## src/rtl/mux_src_arbiter.sv

```systemverilog
// Round-robin source arbiter feeding a 2:1 mux; word reaches the mux two edges after its accept.
// One-entry holding register per channel; out_valid/sel/word hold steady while out_ready is low.
module mux_src_arbiter #(
  parameter int width_size = 2
) (
  input  logic                clk,
  input  logic                reset,
  input  logic [width_size:0] in0_data,
  input  logic                in0_valid,
  output logic                in0_ready,
  input  logic [width_size:0] in1_data,
  input  logic                in1_valid,
  output logic                in1_ready,
  output logic [width_size:0] d0,
  output logic [width_size:0] d1,
  output logic                sel,
  output logic                out_valid,
  input  logic                out_ready
);

  localparam logic [0:0] IDLE  = 1'b0;
  localparam logic [0:0] SERVE = 1'b1;

  logic [0:0]          state;
  logic                full0;
  logic                full1;
  logic                last;
  logic [width_size:0] hold0;
  logic [width_size:0] hold1;
  logic                full_other;

  assign in0_ready  = ~full0;
  assign in1_ready  = ~full1;
  assign d0         = hold0;
  assign d1         = hold1;
  assign out_valid  = (state == SERVE);
  assign full_other = sel ? full0 : full1;

  always_ff @(posedge clk) begin
    if (reset) begin
      state <= IDLE;
      full0 <= 1'b0;
      full1 <= 1'b0;
      hold0 <= '0;
      hold1 <= '0;
      sel   <= 1'b0;
      last  <= 1'b1;
    end else begin
      // A full holding register is never overwritten, so an accept and a pop
      // can never target the same channel in one cycle.
      if (in0_valid && !full0) begin
        hold0 <= in0_data;
        full0 <= 1'b1;
      end
      if (in1_valid && !full1) begin
        hold1 <= in1_data;
        full1 <= 1'b1;
      end

      if (state == IDLE) begin
        if (full0 && full1) begin
          sel   <= ~last;
          state <= SERVE;
        end else if (full0) begin
          sel   <= 1'b0;
          state <= SERVE;
        end else if (full1) begin
          sel   <= 1'b1;
          state <= SERVE;
        end
      end else if (out_ready) begin
        if (sel) full1 <= 1'b0;
        else     full0 <= 1'b0;
        last <= sel;
        // Decision uses registered full: a same-cycle accept waits one cycle.
        if (full_other) sel   <= ~sel;
        else            state <= IDLE;
      end
    end
  end

endmodule
```

## config.mk

```make
export PLATFORM = sky130hd
export DESIGN_NAME = mux_src_arbiter
export DESIGN_NICKNAME = d
export VERILOG_FILES = /design/src/rtl/mux_src_arbiter.sv
export SDC_FILE = /design/constraint.sdc
export NUM_CORES = 1
export LEC_CHECK = 0
export CAP_MARGIN = 20
export CELL_PAD_IN_SITES_DETAIL_PLACEMENT = 2
export CELL_PAD_IN_SITES_GLOBAL_PLACEMENT = 2
export CORE_MARGIN = 2
export CORE_UTILIZATION = 19
export DETAILED_ROUTE_END_ITERATION = 16
export GPL_TIMING_DRIVEN = 0
export MAX_ROUTING_LAYER = met4
export PLACE_DENSITY = 0.79
export SYNTH_ARGS = -nofsm -noshare
export SYNTH_HDL_FRONTEND = slang
export SYNTH_SLANG_ARGS = --single-unit
```

## constraint.sdc

```tcl
create_clock -name clk -period 1 [get_ports clk]
set_input_delay 0.2 -clock clk [delete_from_list [all_inputs] [get_ports clk]]
set_output_delay 0.2 -clock clk [all_outputs]
set_load 0.02 [all_outputs]
```

==> results_dict.tcl, run 1 <==
set metrics [dict create \
    fin_ws_ns -0.0507 \
    netlist.area_leader.share_pct 48.2 \
    final_nets 90 \
    skew_ns 0.00600 \
    synth_edf_count 0 \
    clkTransAtPathRegs_ns 0.08 \
    dieWidth_um 53.0 \
    rsz0062_at_grt "yes" \
    wirelength_um 1410 \
    rows 17 \
    netlist_top_cells_area "dfxtp_1 (48%), mux2i_1 (13%), nor2_1 (7.4%)" \
    core-area_um2 2230 \
    cp_top_family "flip-flops" \
    clockBufferDepth 2 \
    final_area_um2 767 \
    worstPathArrival_ns 1.23 \
    critical_path_buf_inv_count 1 \
    synth.distinct_cells 17 \
    violations "setup timing" \
    cp_cell_sequence "buf_4, nor2b_1, o22ai_1, a221oi_2" \
    clk_latency_ns 0.27 \
    drtIter0Drc 0 \
    wl_per_cell_um 13.3 \
    rr_endpoint "sel" \
    yosysMostFrequentCell "dfxtp_1" \
    die_h_um 53.0 \
    gr-total-overflow 0 \
    path_max_fanout 4 \
    cts_made_buffers 3 \
    min_to "full1" \
    clock_sinks 11 \
    drt_pass1_iterations 1 \
    synth_fp_nets 60 \
    htree_num_levels 1 \
    irDropWorstVdd_uv 595 \
    antenna_left 0 \
    place.port_buffers 20 \
    syn_inst 49 \
    setup_violations 4 \
    cts_root_buffer "clkbuf_4" \
    grt_pass1_wl_um 2320 \
    grt_start_max_net_pins 11 \
    gr-usage-all-layers_pct 12.0 \
    synth-main-ff-cell "dfxtp_1" \
    hp-start "in1_valid" \
    power_density_nw_per_um2 1470 \
    fin_crit_ns 1.05 \
    syn_avg_cell_area_um2 9.32 \
    r2r-start "full0" \
    slew_headroom_pct 83.0 \
    min_path_type "primary input to flop" \
    initial_core_util_pct 20.4 \
    status "complete, but fails checks" \
    cts_tree "yes" \
    hold_viol 0 \
    syn_to_final_growth_pct 67.9 \
    drv_slew 0 \
    slowest_stage "dfxtp_4" \
    worst_pin_slew_ns 0.255 \
    p_leak_nw 0.347 \
    seq_area_frac_synth_pct 48.2 \
    die-area_um2 2810 \
    placed_cells 97 \
    yosys-top-cells-count "dfxtp_1 (11), nor2_1 (9), mux2i_1 (6)" \
    fillers 256 \
    first_global_vias 480 \
    cpPeakStageDelay_ns 0.38 \
    cp.required_ns 1.18 \
    place_congestion 0.758 \
    max_freq_ghz 0.952 \
    async_flop_share_pct 0 \
    dpl.hpwl_um 955 \
    yosysWarningCount 0 \
    stdcell_count 106 \
    antenna_found_initial 0 \
    drcViolationCount 0 \
    min_path_cells 3 \
    drive_above_1_share_pct 41.0 \
    synth_area_leader_cell "dfxtp_1" \
    ys_ff_latch 11 \
    ff2ff_setup_slack_ns -0.05 \
    via_count 453 \
    place_area_um2 693 \
    via_per_inst 4.27 \
    fin_crit_sh_pct 105 \
    reg2regPathDepth 4 \
    path_class "flop to flop" \
    cp-end-kind "flop" \
    n_antenna_cell 0 \
    num_io_pins 21 \
    syn_area_um2 457 \
    maxCapViolations 0 \
    cp-start-kind "flop" \
]
## where the power goes
part	total (W)	switching [W]	internal, W
Combinational	0.000302	0.000144	0.000158
Clock	0.000311	0.000156	0.000154
Sequential	0.000514	0.0000372	0.000477
## cells by family after synthesis
group / Yosys count / share of synthesized area [%]
multiplexers: 6 / 13.2
AO/OA/AOI/OAI: 8 / 13.1
flip-flops: 11 / 48.2
buffers and inverters: 6 / 6.57
AND/OR/NAND/NOR: 18 / 18.9
## worst reg2reg max path: stages (launching register included)
cell and delay, ns:
dfxtp_4 0.38, buf_4 0.12, nor2b_1 0.16, o22ai_1 0.10, a221oi_2 0.21
## flip-flops by register name, summed over array words and instances, names as in the netlist
signal,cells
last,1
full1,1
full0,1
d0,3
d1,3
sel,1
out_valid,1
## worst max path at each step
stage,to,cells past startpoint,slack [ns],from
3_3_place_gp,d1[2],4,-0.45,in1_valid
6_report,sel,4,-0.05,full0
3_5_place_dp,d0[2],4,-0.48,in0_valid
5_1_grt,sel,4,-0.1,full0
2_1_floorplan,sel,4,0.008,out_valid
4_1_cts,d1[2],4,-0.04,in1_valid
## area by class of cell
class / count / area (µm²) / area share [%]
plain buffers: 2 / 16.3 / 2.12
clock buffers: 4 / 26.3 / 3.43
inverters: 4 / 17.5 / 2.28
multi-input cells: 32 / 231 / 30.2
flip-flops and latches: 11 / 230 / 30.0
well taps: 28 / 35.0 / 4.57
repair buffers: 25 / 210 / 27.4
## through the flow
| step | worst slack, ns | hold WS (ns) | TNS (ns) | utilization, % | total power, W |
|---|---|---|---|---|---|
| after floorplan | 0.00761 | 0.318 | 0 | - | 0.000657 |
| after global placement | -0.452 | 0.476 | -5.65 | 31.0 | 0.000783 |
| after detailed placement | -0.484 | 0.488 | -5.86 | 31.0 | 0.000792 |
| after CTS | -0.0377 | 0.349 | -0.181 | 33.3 | 0.00113 |
| after global routing | -0.0957 | 0.306 | -0.323 | 34.3 | 0.00119 |
| final | -0.0507 | 0.279 | -0.113 | 34.3 | 0.00113 |
## placed cells by master (no fill, tap or decap), drive strengths merged, types with 2 or more instances in the layout
master and instances:
dfxtp 11, a21oi 3, nor2b 3, nor2 9, inv 4, buf 17, mux2i 6, clkbuf 4
nand2 3, dlygate4sd2 2, clkdlybuf4s50 7
## routing by layer
metal | wire, µm | track usage [%] | vias up | part of all wire, %
met5 | 0 | - | - | 0
met4 | 6 | 5.13 | 0 | 0.43
met3 | 76 | 2.54 | 2 | 5.4
met2 | 764 | 21.5 | 11 | 54
met1 | 559 | 12.6 | 216 | 40
li1 | - | - | 224 | -
## what timing repair did
action                     4_1_cts  5_1_grt
hold buffers                     0        0
setup endpoints to repair       20       14
gates resized for setup         59        8
pin swaps                        4        2
setup buffers                    5        0
(Power assumes the default switching activity.)
==> run 2: changes to the inputs <==
SETUP_SLACK_MARGIN = 0.4   (was unset)
==> run 2 against run 1 <==
The flow still finishes with violations (setup timing). First-iteration DRC count unchanged. Core utilization up 6.2 points. Non-clock buffer count up 4. Routed wire length up 8.3%. Sequential power up 2%. Via count up 4.0%. Critical path depth unchanged. Fmax down 2.3%. Flip-flop and latch count unchanged. Combinational power up 29%. Critical path type unchanged. Highest routed layer unchanged.
==> results_dict.tcl, run 2 (synthesized netlist as in run 1, its figures left out) <==
set metrics [dict create \
    status "complete, but fails checks" \
    violations "setup timing" \
    maxCapViolations 0 \
    die-area_um2 2810 \
    cp-start-kind "flop" \
    stdcell_count 110 \
    via_count 471 \
    pre_cts_slack_ns -0.379 \
    cts_made_buffers 3 \
    fin_crit_sh_pct 107 \
    drtIter0Drc 0 \
    holdWs_ns 0.502 \
    antenna_found_initial 0 \
    gr-total-overflow 0 \
    cp_cell_sequence "buf_4, nor2b_2, o22ai_1, a221oi_2" \
    clockBufferDepth 2 \
    cts_root_buffer "clkbuf_4" \
    initial_core_util_pct 20.4 \
    place.port_buffers 20 \
    placed_cells 97 \
    hold_viol 0 \
    path_max_fanout 3 \
    via_per_inst 4.28 \
    fin_ws_ns -0.0749 \
    drt_pass1_iterations 1 \
    clkPwrFrac_pct 25.2 \
    regArea_um2 240 \
    cp.required_ns 1.18 \
    num_io_pins 21 \
    n_antenna_cell 0 \
    die_h_um 53.0 \
    pwr-share-comb_pct 32.0 \
    slew_headroom_pct 79.0 \
    power.switching_w 0.000369 \
    drv_slew 0 \
    layout_commonest_cell "buf_6" \
    first_global_vias 589 \
    clkTransAtPathRegs_ns 0.08 \
    clk_latency_ns 0.26 \
    skew_ns 0.00413 \
    syn_to_final_growth_pct 98.1 \
    p_leak_nw 0.387 \
    multiInputGateArea_um2 268 \
    worstPathArrival_ns 1.26 \
    cp-end-kind "flop" \
    min_path_type "flop to flop" \
    irDropWorstVdd_uv 529 \
    cts_tree "yes" \
    final_nets 94 \
    dpl.hpwl_um 964 \
    grt_pass1_wl_um 2430 \
    clock_sinks 11 \
    place_congestion 0.696 \
    max_freq_ghz 0.930 \
    htree_num_levels 1 \
    final_area_um2 905 \
    p_int_w 0.000853 \
    p_sw_share_pct 30.2 \
    grt_start_max_net_pins 11 \
    power_density_nw_per_um2 1350 \
    rows 17 \
    path_class "flop to flop" \
    antenna_left 0 \
    cts_hold_buf 0 \
    gr-usage-all-layers_pct 12.2 \
    rsz0062_at_grt "yes" \
    slowest_stage "dfxtp_4" \
    p_total_w 0.00122 \
    wl_per_cell_um 13.8 \
    drcViolationCount 0 \
    fillers 246 \
    mostFrequentLayoutCells "buf_6 (14), clkdlybuf4s50_1 (9), nor2_1 (8)" \
    dieWidth_um 53.0 \
    place_area_um2 731 \
    core-area_um2 2230 \
    setup_violations 3 \
    fin_crit_ns 1.07 \
    worst_pin_slew_ns 0.315 \
    cpPeakStageDelay_ns 0.38 \
    wirelength_um 1520 \
    drive_above_1_share_pct 58.5 \
    seq_power_share_pct 42.9 \
]
==> run 2: power groups by stage <==
stage                     clock, W  combinational, W  sequential (W)
final                     0.000308          0.000391        0.000524
after global routing      0.000354          0.000424        0.000529
after CTS                 0.000329          0.000372        0.000520
after detailed placement         0          0.000281        0.000530
after global placement           0          0.000275        0.000526
after floorplan                  0          0.000122        0.000553
==> run 2: per-stage QoR <==
step / utilization [%] / TNS (ns)
floorplan: - / 0
finish: 40.5 / -0.127
CTS: 39.3 / -0.146
global route: 40.5 / -0.778
detailed placement: 32.7 / -5.11
global placement: 32.7 / -4.97
==> run 2: metal layers <==
| metal | track usage [%] | vias up | part of all wire (%) | routed length (µm) |
|---|---|---|---|---|
| met4 | 5.13 | 0 | 0.39 | 6 |
| met3 | 1.98 | 2 | 5.3 | 81 |
| met1 | 13.4 | 223 | 40 | 616 |
| met5 | - | - | 0 | 0 |
| li1 | - | 231 | - | - |
| met2 | 21.9 | 15 | 54 | 818 |
==> run 2: worst max-delay path, delay by kind of cell (launching register included) <==
kind | cells | cell delay, ns
buffers and inverters | 1 | 0.12
flip-flops | 1 | 0.38
AND/OR/NAND/NOR | 1 | 0.16
AO/OA/AOI/OAI | 2 | 0.34
==> run 2: worst paths after layout <==
path,depth (start not counted),startpoint,to,slack [ns]
min reg2reg,2,d0[1],d0[1],0.50
max,4,full0,sel,-0.07
min,2,d0[1],d0[1],0.50
max reg2reg,4,full0,sel,-0.07
==> run 2: area by class of cell <==
type / instances / share of cell area, %
Sequential cell: 11 / 26.6
Inverter: 4 / 2.21
Tap cell: 28 / 3.87
Clock buffer: 4 / 2.90
Buffer: 2 / 2.77
Multi-Input combinational cell: 32 / 29.6
Timing Repair Buffer: 29 / 32.1
==> run 2: repair_timing <==
item,in CTS,in global routing
pin swaps,3,7
gates resized for setup,73,7
setup buffers,9,0
setup endpoints to repair,21,21
==> run 3: changes to the inputs <==
GPL_TIMING_DRIVEN = unset   (was 0)
HOLD_SLACK_MARGIN = 0.08   (was unset)
==> run 3 against run 2 <==
The run still ends with setup timing left. Via count is 4.2% higher. Routed wire length decreased by 8.1%. Critical path depth rose by 1. Final cell count up 1.8%. Clock power up 3%. Sequential share of layout area fell by 0.32 points. Die area unchanged. Power up 0.21%. Largest cell class unchanged.
==> results_dict.tcl, run 3 (synthesized netlist as in run 1, its figures left out) <==
set metrics [dict create \
    layout_commonest_cell "buf_6" \
    p_leak_nw 0.403 \
    wirelength_um 1400 \
    rows 17 \
    drcViolationCount 0 \
    min_path_type "primary input to flop" \
    multiInputGateArea_um2 269 \
    regArea_um2 239 \
    gr-total-overflow 0 \
    cp.required_ns 1.19 \
    syn_to_final_growth_pct 99.5 \
    drv_slew 0 \
    p_int_w 0.000852 \
    irDropWorstVdd_uv 496 \
    core-area_um2 2230 \
    die_h_um 53.0 \
    cts_hold_buf 0 \
    antenna_left 0 \
    grt_start_max_net_pins 7 \
    via_count 491 \
    initial_core_util_pct 20.4 \
    die-area_um2 2810 \
    cp-start-kind "flop" \
    via_per_inst 4.38 \
    status "complete, but fails checks" \
    place_congestion 0.750 \
    cts_root_buffer "clkbuf_4" \
    gr-usage-all-layers_pct 12.2 \
    pwr-share-comb_pct 32.7 \
    placed_cells 103 \
    max_freq_ghz 0.930 \
    cts_tree "yes" \
    violations "setup timing" \
    clkPwrFrac_pct 25.8 \
    place_area_um2 776 \
    fin_ws_ns -0.0752 \
    clock_sinks 11 \
    clkTransAtPathRegs_ns 0.08 \
    path_max_fanout 5 \
    final_nets 96 \
    clk_latency_ns 0.27 \
    wl_per_cell_um 12.5 \
    first_global_vias 541 \
    seq_power_share_pct 41.5 \
    drt_pass1_iterations 1 \
    fin_crit_ns 1.08 \
    worst_pin_slew_ns 0.306 \
    skew_ns 0.00152 \
    setup_violations 2 \
    fin_crit_sh_pct 108 \
    dpl.hpwl_um 995 \
    stdcell_count 112 \
    power.switching_w 0.000372 \
    antenna_found_initial 0 \
    n_antenna_cell 0 \
    grt_pass1_wl_um 2300 \
    htree_num_levels 1 \
    final_area_um2 911 \
    maxCapViolations 0 \
    num_io_pins 21 \
    slew_headroom_pct 79.6 \
    mostFrequentLayoutCells "buf_6 (13), buf_4 (10), nor2_1 (7), clkdlybuf4s50_1 (7)" \
    fillers 258 \
    drtIter0Drc 0 \
    rsz0062_at_grt "yes" \
    cp-end-kind "flop" \
    dieWidth_um 53.0 \
    drive_above_1_share_pct 57.1 \
    hold_viol 0 \
    p_sw_share_pct 30.4 \
    cts_made_buffers 3 \
    path_class "flop to flop" \
    worstPathArrival_ns 1.26 \
    power_density_nw_per_um2 1340 \
    place.port_buffers 20 \
    clockBufferDepth 2 \
]
[run 3: power by group through the flow]
stage	logic (W)	registers (W)	clock network, W
2_1_floorplan	0.000122	0.000553	0
4_1_cts	0.000377	0.000509	0.000339
5_1_grt	0.000432	0.000514	0.000362
3_3_place_gp	0.000319	0.000510	0
3_5_place_dp	0.000327	0.000510	0
6_report	0.000401	0.000508	0.000316
[run 3: worst paths after layout]
kind,startpoint,endpoint,slack (ns),depth (start not counted)
setup / recovery,out_valid,sel,-0.08,5
hold reg to reg,d1[2],d1[2],0.51,2
setup reg to reg,out_valid,sel,-0.08,5
hold / removal,in1_valid,full1,0.35,3
[run 3: through the flow]
stage          power, W  utilization, %  setup TNS, ns  hold slack, ns  setup WS [ns]
3_3_place_gp   0.000829            34.7          -3.31           0.466         -0.237
4_1_cts         0.00123            39.3         -0.151           0.345        -0.0949
2_1_floorplan  0.000675               -              0           0.304         0.0305
5_1_grt         0.00131            40.8         -0.560           0.354         -0.126
3_5_place_dp   0.000837            34.7          -3.61           0.481         -0.267
6_report        0.00122            40.8        -0.0829           0.353        -0.0752
[run 3: what timing repair did]
action,CTS,global route
pin swaps,6,1
gates cloned,0,0
resized for setup,72,5
endpoints found under the setup margin,21,21
buffers inserted,3,2
[run 3: worst max-delay path, cell delays in order (launching register included)]
cell and delay (ns):
dfxtp_4 0.35, buf_6 0.12, buf_6 0.13, inv_1 0.05
o22ai_1 0.10, a221oi_2 0.23
[run 3: area by class of cell]
class	instances	area share (%)
repair buffers	33	35.3
multi-input cells	32	29.5
flip-flops and latches	11	26.2
well taps	28	3.85
inverters	4	2.20
clock buffers	4	2.88
[run 3: per-layer routing]
metal  part of all wire [%]  GRT usage [%]
met1                     43           13.3
met2                     51           19.0
met3                    5.4           4.24
met4                      0           7.69
met5                      0              -
